--- config.mk ---
export PLATFORM = sky130hd
export DESIGN_NAME = trimat_inv_sched
export DESIGN_NICKNAME = d
export VERILOG_FILES = /design/src/rtl/trimat_inv_sched.sv
export SDC_FILE = /design/constraint.sdc
export NUM_CORES = 1
export LEC_CHECK = 0
export ABC_AREA = 1
export BUFFER_PORTS_ARGS = -buffer_cell sky130_fd_sc_hd__buf_2
export CORE_AREA = 2 2 587 589
export CTS_CLUSTER_DIAMETER = 200
export DETAILED_ROUTE_END_ITERATION = 6
export DIE_AREA = 0 0 589 591
export GPL_TIMING_DRIVEN = 1
export SLEW_MARGIN = 15
export SYNTH_ARGS = -nofsm -noshare
export SYNTH_HDL_FRONTEND = slang
export SYNTH_SLANG_ARGS = --single-unit
--- constraint.sdc ---
create_clock -name clk -period 3.1 [get_ports clk]
set_input_delay 0.465 -clock clk [delete_from_list [all_inputs] [get_ports clk]]
set_output_delay 0.465 -clock clk [all_outputs]
set_load 0.01 [all_outputs]
--- src/rtl/trimat_inv_sched.sv ---
// Round-robin scheduler that shares one 3x3 upper-triangular inverse array among NREQ requesters.
// Optional performance counters are built when TRIMAT_SCHED_PERF_EN is defined.

module trimat_inv_sched #(
  parameter int DWIDTH  = 32,
  parameter int MATSIZE = 3,
  parameter int NREQ    = 2,
  parameter int LATENCY = 10,
  parameter int IDW     = 2
) (
  input  logic                                    clk,
  input  logic                                    rst_n,
  input  logic [NREQ-1:0]                         req_valid,
  output logic [NREQ-1:0]                         req_ready,
  input  logic [NREQ*MATSIZE*MATSIZE*DWIDTH-1:0]  req_mat,
  output logic                                    res_valid,
  input  logic                                    res_ready,
  output logic [MATSIZE*MATSIZE*DWIDTH-1:0]       res_mat,
  output logic [IDW-1:0]                          res_id,
  output logic                                    res_err,
  output logic                                    inv_vld,
  output logic                                    inv_en,
  output logic [MATSIZE*MATSIZE*DWIDTH-1:0]       inv_mat_in,
  input  logic [MATSIZE*MATSIZE*DWIDTH-1:0]       inv_mat_out,
  output logic [15:0]                             perf_jobs,
  output logic [31:0]                             perf_busy
);

  localparam int MW = MATSIZE * MATSIZE * DWIDTH;
  localparam int CW = (LATENCY > 1) ? $clog2(LATENCY) : 1;
  localparam int SW = (NREQ > 1) ? $clog2(NREQ) : 1;
  localparam int DIAG_STEP = (MATSIZE + 1) * DWIDTH;

  localparam logic [1:0] S_IDLE = 2'd0;
  localparam logic [1:0] S_RUN  = 2'd1;
  localparam logic [1:0] S_CAPT = 2'd2;
  localparam logic [1:0] S_DONE = 2'd3;

  logic [1:0]      state;
  logic [CW-1:0]   cnt;
  logic [IDW-1:0]  last_grant;
  logic [MW-1:0]   hold;

  logic [NREQ-1:0] grant;
  logic [IDW-1:0]  grant_idx;
  logic [SW-1:0]   idx;
  logic            found;
  logic [MW-1:0]   sel_mat;
  logic            pivot_zero;
  logic            take;

  // Round-robin search starting just after the last granted requester.
  always_comb begin
    // NOTE: every signal gets a default before the loop; a path that skips an assignment would infer a latch.
    grant     = '0;
    grant_idx = '0;
    found     = 1'b0;
    idx       = '0;
    for (int i = 1; i <= NREQ; i++) begin
      idx = SW'((int'(last_grant) + i) % NREQ);
      if (!found && req_valid[idx]) begin
        found       = 1'b1;
        grant[idx]  = 1'b1;
        grant_idx   = IDW'(idx);
      end
    end
  end

  always_comb begin
    sel_mat = '0;
    for (int k = 0; k < NREQ; k++) begin
      if (grant[k]) sel_mat = req_mat[k*MW +: MW];
    end
  end

  // Magnitude bits only, so both +0 and -0 count as a zero pivot.
  assign pivot_zero = ~|sel_mat[0 +: DWIDTH-1]
                    | ~|sel_mat[DIAG_STEP +: DWIDTH-1]
                    | ~|sel_mat[2*DIAG_STEP +: DWIDTH-1];

  assign req_ready  = (rst_n && state == S_IDLE) ? grant : '0;
  assign take       = |req_ready;

  assign inv_vld    = (state == S_RUN) || (state == S_CAPT);
  assign inv_en     = (state == S_RUN);
  assign res_valid  = (state == S_DONE);
  assign inv_mat_in = hold;

  always_ff @(posedge clk) begin
    // NOTE: sequential state uses non-blocking assignments so every flop samples pre-edge values.
    if (!rst_n) begin
      state      <= S_IDLE;
      cnt        <= '0;
      last_grant <= IDW'(NREQ - 1);
      // NOTE: this wide data register is reset only because inv_mat_in has a defined reset value.
      hold       <= '0;
      res_mat    <= '0;
      res_id     <= '0;
      res_err    <= 1'b0;
    end else begin
      case (state)
        S_IDLE: begin
          if (take) begin
            hold       <= sel_mat;
            res_id     <= grant_idx;
            last_grant <= grant_idx;
            cnt        <= '0;
            if (pivot_zero) begin
              res_err <= 1'b1;
              res_mat <= '0;
              state   <= S_DONE;
            end else begin
              res_err <= 1'b0;
              state   <= S_RUN;
            end
          end
        end
        S_RUN: begin
          cnt <= cnt + 1'b1;
          if (cnt == CW'(LATENCY - 1)) state <= S_CAPT;
        end
        S_CAPT: begin
          res_mat <= inv_mat_out;
          state   <= S_DONE;
        end
        S_DONE: begin
          if (res_ready) state <= S_IDLE;
        end
        default: state <= S_IDLE;
      endcase
    end
  end

`ifdef TRIMAT_SCHED_PERF_EN
  logic [15:0] jobs_q;
  logic [31:0] busy_q;

  always_ff @(posedge clk) begin
    if (!rst_n) begin
      jobs_q <= '0;
      busy_q <= '0;
    end else begin
      if (res_valid && res_ready && jobs_q != 16'hFFFF) jobs_q <= jobs_q + 16'd1;
      if (state != S_IDLE) busy_q <= busy_q + 32'd1;
    end
  end

  assign perf_jobs = jobs_q;
  assign perf_busy = busy_q;
`else
  assign perf_jobs = '0;
  assign perf_busy = '0;
`endif

endmodule

==> impl_metrics.csv <==
group,metric,value,unit
cells_and_area,finalInstanceArea,49400,µm²
synthesis,synth_edf_count,0,
setup_path,cp-end-kind,"register",
setup_path,reg2reg_depth,11,
floorplanning,fp.dieW,589,µm
sta,fmax,0.322,GHz
detailed_routing,drt_wl_total,305,mm
grt,grt_max_degree,180,
outcome,violations,"setup timing",
cells_and_area,instances_no_fill,10500,
floorplanning,io-pin-count,1501,
setup_path,cp_common_cell,"inv_1",
sta,fin_worst_skew,0.0580,ns
sta,fin_ws,-0.0101,ns
synthesis,synthTopCellsByArea,"dfxtp_1 (45%), nand2_1 (11%), nand3_1 (7.6%), a221oi_1 (6.6%), a21oi_1 (5.9%)",
worst_hold_path,holdCritPathClass,"in -> reg",
setup_path,path_buf_inv,6,
outcome,outcome,"finished, violations left",
sta,finalHoldViolations,0,
clock_tree,clk-insertion-delay-late,0.81,ns
setup_path,crit_fanout,47,
setup_path,crit_cells,11,
clock_tree,clkSinkCount,585,
detailed_routing,ant_nets,0,
clock_tree,clkTransAtPathRegs,0.06,ns
sta,fin_crit_sh,1.00,
setup_path,path_delay_family,"buffers and inverters",
grt,use_met2,0.247,
synthesis,synthTopCellsByCount,"nand2_1 (769), dfxtp_1 (585), nand3_1 (394), a21oi_1 (306), inv_1 (303)",
clock_tree,clk_path_buf_depth,4,
cells_and_area,syn_to_final_growth,89.7,%
grt,busiest_layer,"met2",
sta,max_slew_margin,0.287,
setup_path,cp_cell_sequence,"inv_1 > ha_1 > inv_1 > nor3_2 > inv_1 > nand2_8 > inv_12 > clkbuf_16 > a221oi_1 > dlygate4sd3_1 > nor2_1",
clock_tree,h-tree-depth,3,
grt,grt_pass1_vias,33700,
setup_path,cp-start-kind,"register",
grt,antenna_found_initial,286,
run,maxCapViolCount,0,
floorplanning,start_util,0.0762,
setup_path,cp.required,3.76,ns
cells_and_area,nets,6540,
synthesis,ys_warn_count,0,
setup_path,max_stage_delay,0.62,ns
grt,grt_pass1_wl,370,mm
synthesis,synthFlopType,"dfxtp_1",
power,powerDensity,643,nW/µm²
synthesis,synth_seq_cells,585,
synthesis,synth_top_area_share,0.450,
worst_hold_path,hold_depth,3,
synthesis,synth_top_cell_by_area,"dfxtp_1",
synthesis,yosysSeqAreaShare,0.450,
detailed_routing,drt_iter0_markers,3413,
sta,finalSetupViolCount,1,
floorplanning,die_y,591,µm
synthesis,synthArstFlopShare,0,
clock_tree,cts-root-buf,"clkbuf_16",
cells_and_area,drive_above_1_share,0.336,
grt,grtUsageMet3,0.0984,
power,p_leak,23.0,nW
placed_design,gp_congestion,1.11,
floorplanning,die_area,348000,µm²
setup_path,worst-setup-path-type,"reg -> reg",
floorplanning,rows,215,
clock_tree,cts_tree,"done",
grt,grtUsageMet1,0.179,
clock_tree,numCtsBuffers,84,
power,ir_drop,0.000399,V
setup_path,crit_slowest_cell,"dlygate4sd3_1",
sta,fin_crit,3.11,ns
grt,grt_overflow_total,0,
placed_design,dp_hpwl,260,mm
sta,worst_pin_slew,1.07,ns
placed_design,place_inst,9569,
setup_path,worstPathArrival,3.77,ns
placed_design,place_area,40200,µm²
detailed_routing,drt-pass1-iter-count,6,
grt,grt_use_total,0.164,
synthesis,yosysMostFrequentCell,"nand2_1",
detailed_routing,drc,0,
sta,maxSlewViolCount,0,
detailed_routing,vias,37100,
synthesis,avgSynthCellArea,7.24,µm²
detailed_routing,routedWlPerCell,29.1,µm
detailed_routing,viasPerCell,3.54,
synthesis,syn_area,26000,µm²
floorplanning,core_area,342000,µm²
placed_design,place_ws,-0.414,ns
synthesis,synth_cells,3599,
synthesis,ys_types,30,
placed_design,numPortBuffers,1451,
flip-flops by register name (all words and copies together) (netlist names):
name        cells
last_grant      1
cnt             4
res_err         1
res_id          1
state           2
res_mat       288
inv_mat_in    288
repair_timing:
action / in CTS / in global routing
resized for setup: 2 / 25
pin swaps: 0 / 3
endpoints found under the hold margin: 364 / 0
buffers inserted: 0 / 7
cloned: 0 / 11
endpoints found under the setup margin: 271 / 350
hold buffers: 548 / 0
per-layer routing:
layer  part of all wire  vias to the layer above  routed length, µm
li1                   -                    16400                  -
met1               0.37                    17600             113000
met2               0.42                     2337             129000
met3               0.14                      687              43700
met4              0.065                       78              19800
met5             0.0017                        -                521
cells in the final DEF, fill, tap and decap left out, drive strengths merged:
| master | count |
|---|---|
| buf | 1750 |
| nand4 | 11 |
| dfxtp | 585 |
| nor2 | 251 |
| o211ai | 1 |
| a211oi | 2 |
| clkinv | 17 |
| conb | 49 |
| nand3b | 1 |
| a21oi | 307 |
| a22oi | 1 |
| xor2 | 1 |
| nand3 | 394 |
| a31oi | 82 |
| nor3 | 4 |
| o21ai | 290 |
| clkinvlp | 6 |
| bufinv | 5 |
| nand2 | 776 |
| ha | 7 |
| inv | 322 |
| clkbuf | 121 |
| diode | 209 |
| dlygate4sd3 | 548 |
| a221oi | 195 |
cells by family (layout without fill, tap and decap cells):
kind of cell,after synthesis,after routing,synth area share
other cells,1,258,0.000144
compound gates,878,878,0.201
simple gates,1437,1437,0.229
fa+ha+maj,7,7,0.00336
buf+inv,690,2769,0.116
flops,585,585,0.450
xor+xnor,1,1,0.000336
stage by stage:
step,power [mW],hold WS [ns],setup TNS [ns],utilization
6_report,31.8,0.0745,-0.0101,0.145
5_1_grt,33.1,0.0295,-0.211,0.144
4_1_cts,31.4,0.000363,0,0.142
3_5_place_dp,20.0,0.447,-101.76,0.118
3_3_place_gp,20.0,0.444,-105.08,0.118
2_1_floorplan,14.0,0.473,0,-
path summary, 6_finish.rpt:
check	startpoint	to	slack (ns)
worst max-delay path	state[1]	inv_mat_in[86]	-0.01
worst min-delay path	req_mat[202]	inv_mat_in[202]	0.07
worst max register to register	state[1]	inv_mat_in[86]	-0.01
worst min register to register	res_mat[167]	res_mat[167]	0.46
power by group:
group / leakage, nW / total, mW / switching [mW] / internal, mW
clock: 1.35 / 10.1 / 4.27 / 5.81
combinational: 16.9 / 12.4 / 7.84 / 4.57
sequential: 4.77 / 9.25 / 0.636 / 8.62
final cells by class:
| class | instances | area (µm²) |
|---|---|---|
| Antenna cell | 209 | 523 |
| Clock buffer | 113 | 2370 |
| Clock inverter | 35 | 383 |
| Fill cell | 39500 | 292000 |
| Inverter | 315 | 1210 |
| Multi-Input combinational cell | 2372 | 11600 |
| Sequential cell | 585 | 11700 |
| Tap cell | 4557 | 5700 |
| Timing Repair Buffer | 2306 | 15900 |
worst reg2reg max path: cells and delay by family (launching register included):
kind / cells / cell delay [ns]
AND/OR/NAND/NOR: 3 / 0.52
flip-flops: 1 / 0.35
adder cells (fa/ha/maj): 1 / 0.19
AO/OA/AOI/OAI: 1 / 0.26
buffers and inverters: 6 / 1.70
No activity file was read; power rests on OpenSTA's default activity.
